--- config.mk ---
export PLATFORM = sky130hd
export DESIGN_NAME = mir_pipe
export DESIGN_NICKNAME = d
export VERILOG_FILES = /design/src/rtl/mir_pipe.sv
export SDC_FILE = /design/constraint.sdc
export NUM_CORES = 1
export LEC_CHECK = 0
export ABC_AREA = 1
export CAP_MARGIN = 0
export CELL_PAD_IN_SITES_DETAIL_PLACEMENT = 1
export CELL_PAD_IN_SITES_GLOBAL_PLACEMENT = 1
export CORE_ASPECT_RATIO = 0.8
export CORE_MARGIN = 2
export CORE_UTILIZATION = 37
export CTS_CLUSTER_DIAMETER = 60
export CTS_CLUSTER_SIZE = 16
export DETAILED_ROUTE_END_ITERATION = 6
export GPL_TIMING_DRIVEN = 0
export PLACE_DENSITY_LB_ADDON = 0.1
export SYNTH_ARGS = -nofsm -noshare
export SYNTH_HDL_FRONTEND = slang
export SYNTH_SLANG_ARGS = --single-unit
--- constraint.sdc ---
create_clock -name CLK -period 1.8 [get_ports CLK]
set_clock_uncertainty 0.1 [all_clocks]
set_input_delay 0.18 -clock CLK [delete_from_list [all_inputs] [get_ports CLK]]
set_output_delay 0.18 -clock CLK [all_outputs]
set_load 0.005 [all_outputs]
--- src/rtl/mir_pipe.sv ---
// -----------------------------------------------------------------------------
// mir_pipe -- microinstruction register pipeline for the EV22 microsequencer.
//
// A DEPTH-stage register chain carrying a WIDTH-bit microword plus a valid
// bit from the control store output to the datapath control decode. It adds:
// asynchronous reset, synchronous flush to NOP_WORD, a per-microword
// multi-cycle hold with back-pressure (BUSY), and a saturating stall counter.
//
// Ports:
//   CLK        in   1      clock, all state updates on the rising edge
//   nRESET     in   1      asynchronous active-low reset
//   UW_IN      in   WIDTH  microword from the control store
//   HOLD_IN    in   HW     extra cycles the microword stays at the output
//   VALID_IN   in   1      UW_IN/HOLD_IN are meaningful
//   nENABLE    in   1      active-low advance enable (high = global stall)
//   FLUSH      in   1      synchronous flush of all stages
//   UW_OUT     out  WIDTH  microword of the output stage (stage DEPTH-1)
//   VALID_OUT  out  1      output stage valid
//   BUSY       out  1      output stage in hold; upstream keeps UW_IN stable
//   STALLS     out  SCW    saturating count of stalled valid-output cycles
//
// Handshake: a word is taken from UW_IN/HOLD_IN/VALID_IN only on an edge
// where adv = !nENABLE && !BUSY && !FLUSH. On any other edge the upstream
// must keep those inputs stable; there is no separate ready signal.
//
// DEPTH must lie in 1..8.
// -----------------------------------------------------------------------------
module mir_pipe #(
   parameter int               WIDTH    = 43,
   parameter int               DEPTH    = 2,
   parameter int               HW       = 4,
   parameter logic [WIDTH-1:0] NOP_WORD = {WIDTH{1'b0}},
   parameter int               SCW      = 16
) (
   input  logic             CLK,
   input  logic             nRESET,
   input  logic [WIDTH-1:0] UW_IN,
   input  logic [HW-1:0]    HOLD_IN,
   input  logic             VALID_IN,
   input  logic             nENABLE,
   input  logic             FLUSH,
   output logic [WIDTH-1:0] UW_OUT,
   output logic             VALID_OUT,
   output logic             BUSY,
   output logic [SCW-1:0]   STALLS
);

   // Output-stage hold counter and stall counter.
   logic [HW-1:0]  hcnt_q, hcnt_d;
   logic [SCW-1:0] stalls_q, stalls_d;

   logic busy;
   logic adv;
   logic stall_edge;

   // Source of each stage: index 0 is the input port, index k is stage k-1.
   logic [WIDTH-1:0] src_word  [DEPTH];
   logic [HW-1:0]    src_hold  [DEPTH];
   logic             src_valid [DEPTH];

   logic [WIDTH-1:0] out_word;
   logic             out_valid;

   assign busy = (hcnt_q != '0);
   assign adv  = !nENABLE && !busy && !FLUSH;

   assign src_word[0]  = UW_IN;
   assign src_hold[0]  = HOLD_IN;
   assign src_valid[0] = VALID_IN;

   for (genvar k = 0; k < DEPTH; k++) begin : g_stage
      logic [WIDTH-1:0] word_q, word_d;
      logic             valid_q, valid_d;

      // Invalid sources become bubbles: NOP_WORD with valid=0.
      always_comb begin
         word_d  = word_q;
         valid_d = valid_q;
         if (FLUSH) begin
            word_d  = NOP_WORD;
            valid_d = 1'b0;
         end else if (adv) begin
            valid_d = src_valid[k];
            word_d  = src_valid[k] ? src_word[k] : NOP_WORD;
         end
      end

      always_ff @(posedge CLK or negedge nRESET) begin
         if (!nRESET) begin
            word_q  <= NOP_WORD;
            valid_q <= 1'b0;
         end else begin
            word_q  <= word_d;
            valid_q <= valid_d;
         end
      end

      if (k < DEPTH - 1) begin : g_mid
         // Intermediate stages carry the hold count forward. The output
         // stage has no hold register: its hold value lives in hcnt_q.
         logic [HW-1:0] hold_q, hold_d;

         always_comb begin
            hold_d = hold_q;
            if (FLUSH) begin
               hold_d = '0;
            end else if (adv) begin
               hold_d = src_valid[k] ? src_hold[k] : '0;
            end
         end

         always_ff @(posedge CLK or negedge nRESET) begin
            if (!nRESET) begin
               hold_q <= '0;
            end else begin
               hold_q <= hold_d;
            end
         end

         assign src_word[k+1]  = word_q;
         assign src_hold[k+1]  = hold_q;
         assign src_valid[k+1] = valid_q;
      end else begin : g_last
         assign out_word  = word_q;
         assign out_valid = valid_q;
      end
   end

   // hcnt loads the hold of the word entering the output stage and counts
   // down only on enabled, non-advancing edges; it never wraps because it
   // only decrements while nonzero.
   always_comb begin
      hcnt_d = hcnt_q;
      if (FLUSH) begin
         hcnt_d = '0;
      end else if (adv) begin
         hcnt_d = src_valid[DEPTH-1] ? src_hold[DEPTH-1] : '0;
      end else if (!nENABLE && busy) begin
         hcnt_d = hcnt_q - HW'(1);
      end
   end

   // A stalled cycle is one where a valid word sits at the output and cannot
   // move, either from the global stall or its own hold. Flush edges excluded.
   assign stall_edge = !FLUSH && out_valid && (nENABLE || busy);

   always_comb begin
      stalls_d = stalls_q;
      if (stall_edge && (stalls_q != '1)) begin
         stalls_d = stalls_q + SCW'(1);
      end
   end

   always_ff @(posedge CLK or negedge nRESET) begin
      if (!nRESET) begin
         hcnt_q   <= '0;
         stalls_q <= '0;
      end else begin
         hcnt_q   <= hcnt_d;
         stalls_q <= stalls_d;
      end
   end

   assign UW_OUT    = out_word;
   assign VALID_OUT = out_valid;
   assign BUSY      = busy;
   assign STALLS    = stalls_q;

endmodule

==> results.yml, run 1 <==
global_route:
  busiest_layer: "met2"
  grt_pass1_vias: 4654
  grt_use_total_pct: 20.94
  overflow: 0
  grt_pass1_wl_um: 23760
  antenna_found_initial: 0
  grtUsageMet1_pct: 28.01
  grt_start_max_net_pins: 98
  use_met3_pct: 4.520
  met2_usage_pct: 35.90
synthesis:
  synth.most_common_cell: "dfrtp_1"
  yosysTopAreaCell: "dfrtp_1"
  synth-simple-area-share_pct: 23.00
  yosys-top-cells-area: "dfrtp_1 (57%), nand3_1 (11%), nand2_1 (6.8%), o21ai_1 (4.8%), inv_1 (4.6%)"
  synth_compound_area_share_pct: 10.54
  ys_seq_area_share_pct: 56.75
  syn_area_per_cell_um2: 8.995
  synth_edf_count: 0
  yosys.cell_types.count: 25
  synth_top_family_by_area: "simple AND/OR/NAND/NOR gates"
  synthAdderAreaFrac_pct: 0.5067
  synthXorXnorAreaFrac_pct: 0.8867
  synth_warnings: 0
  yosys_most_used_dff: "dfrtp_1"
  synth_top_area_share_pct: 56.75
  synthTopCellsByCount: "dfrtp_1 (112), nand3_1 (107), nand2_1 (90)"
  synthCells: 549
  postSynth.asyncResetShare_pct: 100.0
  synth_nets: 603
  ys_seq_elements: 112
  syn-cell-area_um2: 4938
  synthMuxAreaShare_pct: 0
place:
  port-buffer-count: 111
  placed_area_um2: 6297
  place_inst: 836
  hpwl_um: 10240
  gp_congestion: 0.8328
setup_path:
  crit_start: "hcnt_q[0]"
  cp-end-kind: "flop"
  worstPathMaxFanout: 10
  arrival_ns: 1.87
  reg2reg_to: "g_stage[0].word_q[37]"
  path_class: "flop to flop"
  worstSetupStartpointType: "flop"
  worstRegToRegCells: 7
  rr_startpoint: "hcnt_q[0]"
  required_ns: 1.97
  r2r_setup_slack_ns: 0.1
final_layout:
  finish.instance_area_um2: 6654
  final_nets: 729
  drive_gt1_share_pct: 10.44
  areaGrowthSynthToFinish_pct: 34.74
  antenna_cells: 0
  fin_cells: 855
clock_tree:
  clk_pin_slew_ns: 0.08
  h-tree-depth: 3
  cts.sinks: 112
  clock_tree.buffer_depth: 2
  cts_made_buffers: 9
  cts_tree: "done"
  clk_latency_ns: 0.35
  cts_root_buf: "clkbuf_16"
timing:
  finalHoldViolCount: 0
  fin_hold_ws_ns: 0.1221
  maxSlewViolCount: 0
  min_period_ns: 1.701
  relSlewSlack_pct: 63.31
  tightest_slew_ns: 0.5504
  fmax_ghz: 0.5878
  finalSetupViolCount: 0
  finalCritPeriodShare_pct: 94.52
  fin_setup_tns_ns: 0
power_and_ir_drop:
  p_comb_share_pct: 20.1
  switching_share_pct: 30.34
  leakagePower_nw: 2.896
  pwr-share-clk_pct: 32.5
  power.density_nw_per_um2: 911.2
  power_frac_seq_pct: 47.4
  peakVddDrop_v: 0.0004755
  p_switching_w: 0.001840
  p_int_w: 0.004223
floorplanning:
  die_width_um: 133.2
  initial_core_util_pct: 38.10
  num_rows: 37
  core_area_um2: 12960
  die_h_um: 107.3
  dieArea_um2: 14290
  num_io_pins: 113
worst_hold_path:
  hold_class: "primary input to async pin"
flow_run:
  maxCapViolCount: 0
status:
  outcome: "complete, no violations"
detailed_routing:
  finalWirelength_um: 14310
  via_per_inst: 5.033
  route.detailed.drc: 0
  drtIter0Drc: 200
  vias: 4303
  drtPass1Iterations: 4
  ant_nets: 0
  wl_per_cell_um: 16.74
[worst max-delay path by stage]
stage,to
final,g_stage[0].word_q[37]
after global routing,hcnt_q[1]
after CTS,g_stage[0].word_q[24]
after detailed placement,g_stage[0].word_q[24]
after global placement,g_stage[0].word_q[10]
after floorplan,STALLS[3]
[kinds of logic after synthesis]
kind of cell,Yosys count
AND/OR/NAND/NOR,238
flip-flops,112
AO/OA/AOI/OAI,98
buffers and inverters,94
XOR/XNOR,5
adder cells (fa/ha/maj),2
[repair_timing]
action / in CTS / in global routing
buffers inserted: 1 / 1
hold endpoints to repair: 112 / 0
setup endpoints to repair: 91 / 61
pin swaps: 0 / 0
gates resized for setup: 7 / 16
hold buffers: 1 / 0
[area by class of cell]
| type | instances | area [um^2] |
|---|---|---|
| sequential | 112 | 2804 |
| fill | 1474 | 6309 |
| tap | 175 | 219.0 |
| clock inverter | 6 | 50.05 |
| clock buffer | 10 | 239.0 |
| multi-input combinational | 343 | 1750 |
| inverter | 64 | 242.7 |
| timing repair buffer | 115 | 1164 |
| buffer | 30 | 185.2 |
[worst max-delay path, stage by stage (launching register included)]
cell      delay [ns]
dfrtp_1         0.40
inv_2           0.10
ha_4            0.18
nand4_2         0.19
inv_4           0.19
clkbuf_4        0.23
nand3_1         0.12
o21ai_0         0.11
[sequential cells by signal (all words and copies together), names as in the netlist]
name                  flops
hcnt_q                    4
g_stage.g_mid.hold_q      4
g_stage.word_q           43
STALLS                   16
VALID_OUT                 1
UW_OUT                   43
g_stage.valid_q           1
[through the flow]
stage | utilization (%) | setup WS [ns] | total power, W
5_1_grt | 51.33 | -0.01077 | 0.006365
4_1_cts | 51.13 | 0.00003353 | 0.006107
2_1_floorplan | - | 0.1628 | 0.003500
6_report | 51.33 | 0.09864 | 0.006063
3_3_place_gp | 48.36 | -3.922 | 0.004055
3_5_place_dp | 48.58 | -0.2275 | 0.004112
[routing by layer]
layer	part of all wire (%)	vias up
li1	-	2057
met1	46	2132
met2	49	109
met3	4.7	5
met4	0.53	0
met5	0	-
[power groups by stage]
stage                     Clock (W)  Combinational, W  Sequential (W)
final                       0.00197           0.00122         0.00288
after detailed placement          0           0.00119         0.00292
after global placement            0           0.00115         0.00291
after CTS                   0.00201           0.00122         0.00287
after floorplan                   0          0.000627         0.00287
after global routing        0.00210           0.00137         0.00290
[layout by cell type, fill, tap and decap left out, types with 2 or more instances in the layout]
cell / n
clkbuf_2: 4
xor2_1: 5
clkbuf_4: 2
inv_1: 58
clkinv_2: 2
inv_8: 2
o21ai_1: 47
o21ai_2: 8
buf_2: 3
clkinv_4: 2
buf_6: 7
clkbuf_16: 9
buf_4: 5
nand2_2: 7
nand4_1: 9
clkdlybuf4s50_1: 109
inv_2: 5
dfrtp_1: 111
nand2_1: 90
nand3_1: 107
nor2_4: 4
clkbuf_1: 9
buf_1: 3
nor2_1: 16
ha_4: 2
o21ai_0: 42
(Power assumes the default switching activity.)
==> run 2, diff against run 1 <==
- SLEW_MARGIN: default -> 20
==> run 2 against run 1 <==
Utilization grew 0.13 points. Largest power group unchanged. Wire length shrank 0.31%. Register-to-register slack is essentially flat. Clock power grew 5%. Combinational power is essentially flat. Worst hold slack gained 0.051 ns. Critical path depth grew 2. Critical endpoint is now STALLS[7].
==> results.yml, run 2 (synthesis gave the netlist of run 1 again) <==
status:
  outcome: "complete, no violations"
setup_path:
  required_ns: 1.94
  crit_start: "STALLS[1]"
  cp-endpoint: "STALLS[7]"
  arrival_ns: 1.84
  rr_startpoint: "STALLS[1]"
  worstRegToRegCells: 9
  worstPathMaxFanout: 10
  r2r_setup_slack_ns: 0.1
  cp-end-kind: "flop"
  reg2reg_to: "STALLS[7]"
  worstSetupStartpointType: "flop"
  path_class: "flop to flop"
clock_tree:
  clk_pin_slew_ns: 0.08
  clk_latency_ns: 0.35
  h-tree-depth: 3
  cts_root_buf: "clkbuf_16"
  cts.sinks: 112
  cts_made_buffers: 9
  cts_tree: "done"
  clock_tree.buffer_depth: 2
floorplanning:
  die_width_um: 133.2
  num_rows: 37
  core_area_um2: 12960
  dieArea_um2: 14290
  num_io_pins: 113
  initial_core_util_pct: 38.10
  die_h_um: 107.3
power_and_ir_drop:
  peakVddDrop_v: 0.0004849
  p_int_w: 0.004327
  switching_share_pct: 29.71
  leakagePower_nw: 2.891
  power.density_nw_per_um2: 923.0
  p_switching_w: 0.001829
  finalPower_w: 0.006157
  power_frac_seq_pct: 46.7
  p_comb_share_pct: 19.8
  pwr-share-clk_pct: 33.5
worst_hold_path:
  hold_class: "primary input to flop"
place:
  hpwl_um: 10280
  gp_congestion: 0.8328
  pre_cts_ws_ns: -0.2376
  placed_area_um2: 6297
  port-buffer-count: 111
global_route:
  grt_start_max_net_pins: 59
  grt_use_total_pct: 20.77
  grt_pass1_vias: 4547
  antenna_found_initial: 0
  grt_pass1_wl_um: 23490
  overflow: 0
detailed_routing:
  finalWirelength_um: 14270
  drtPass1Iterations: 4
  route.detailed.drc: 0
  wl_per_cell_um: 16.70
  vias: 4308
  ant_nets: 0
  via_per_inst: 5.044
  drtIter0Drc: 288
final_layout:
  layout_common_cells: "dfrtp_1 (111), clkdlybuf4s50_1 (109), nand3_1 (107)"
  final_nets: 728
  final_common_cell: "dfrtp_1"
  fillCellCount: 1489
  finish.instance_area_um2: 6670
  final_util_pct: 51.46
  areaGrowthSynthToFinish_pct: 35.06
  drive_gt1_share_pct: 10.16
  antenna_cells: 0
timing:
  finalCritPeriodShare_pct: 94.45
  maxSlewViolCount: 0
  fmax_ghz: 0.5882
  tightest_slew_ns: 0.5630
  fin_hold_ws_ns: 0.1735
  finalSetupViolCount: 0
  finalHoldViolCount: 0
  relSlewSlack_pct: 62.47
  worst_slack_ns: 0.09982
  min_period_ns: 1.700
flow_run:
  maxCapViolCount: 0
[run 2: what timing repair did]
item                       4_1_cts  5_1_grt
setup endpoints to repair       93       74
buffers inserted                 1        0
gates resized for setup          8       13
hold endpoints to repair        54        0
hold buffers                     1        0
[run 2: worst min-delay path by stage]
stage                             to  startpoint  cells after the start  slack (ns)
2_1_floorplan              STALLS[0]      nRESET                      0       -0.22
3_3_place_gp               hcnt_q[1]   hcnt_q[1]                      2        0.37
3_5_place_dp   g_stage[0].word_q[40]      nRESET                      1        0.08
4_1_cts        g_stage[0].word_q[26]    VALID_IN                      3        0.16
5_1_grt        g_stage[0].word_q[26]    VALID_IN                      3        0.19
6_report       g_stage[0].word_q[28]    VALID_IN                      3        0.17
[run 2: power groups by stage]
stage / Clock [W] / Sequential, W / Combinational (W)
floorplan: 0 / 0.00287 / 0.000627
CTS: 0.00212 / 0.00287 / 0.00122
global placement: 0 / 0.00291 / 0.00115
global route: 0.00220 / 0.00290 / 0.00138
finish: 0.00206 / 0.00288 / 0.00122
detailed placement: 0 / 0.00292 / 0.00120
[run 2: layout make-up]
| cell class | instances | area (um^2) | area share [%] |
|---|---|---|---|
| multi-input combinational | 343 | 1759 | 26.37 |
| clock inverter | 6 | 75.07 | 1.125 |
| timing repair buffer | 114 | 1156 | 17.33 |
| tap | 175 | 219.0 | 3.283 |
| sequential | 112 | 2804 | 42.04 |
| clock buffer | 10 | 229.0 | 3.433 |
| buffer | 30 | 182.7 | 2.739 |
| inverter | 64 | 245.2 | 3.677 |
[run 2: through the flow]
stage | TNS (ns) | instances
after floorplan | 0 | 549
after global placement | -446.00 | 835
after detailed placement | -10.34 | 836
after CTS | 0 | 854
after global routing | -0.00002109 | 854
final | 0 | 854
[run 2: critical path, stage by stage (launching register included)]
cell and delay, ns:
dfrtp_1 0.46, ha_4 0.22, inv_2 0.05, nor2_4 0.17, nand2_2 0.10, nor2_4 0.13
nor2_4 0.07, buf_6 0.16, nand2_2 0.07, o21ai_2 0.05
[run 2: metal layers]
metal | wire (um) | vias to the layer above | track usage [%]
met4 | 155 | 0 | 4.787
met5 | 0 | - | 0
met1 | 6700 | 2164 | 28.57
met3 | 533 | 11 | 4.002
met2 | 6876 | 81 | 34.34
li1 | - | 2052 | -
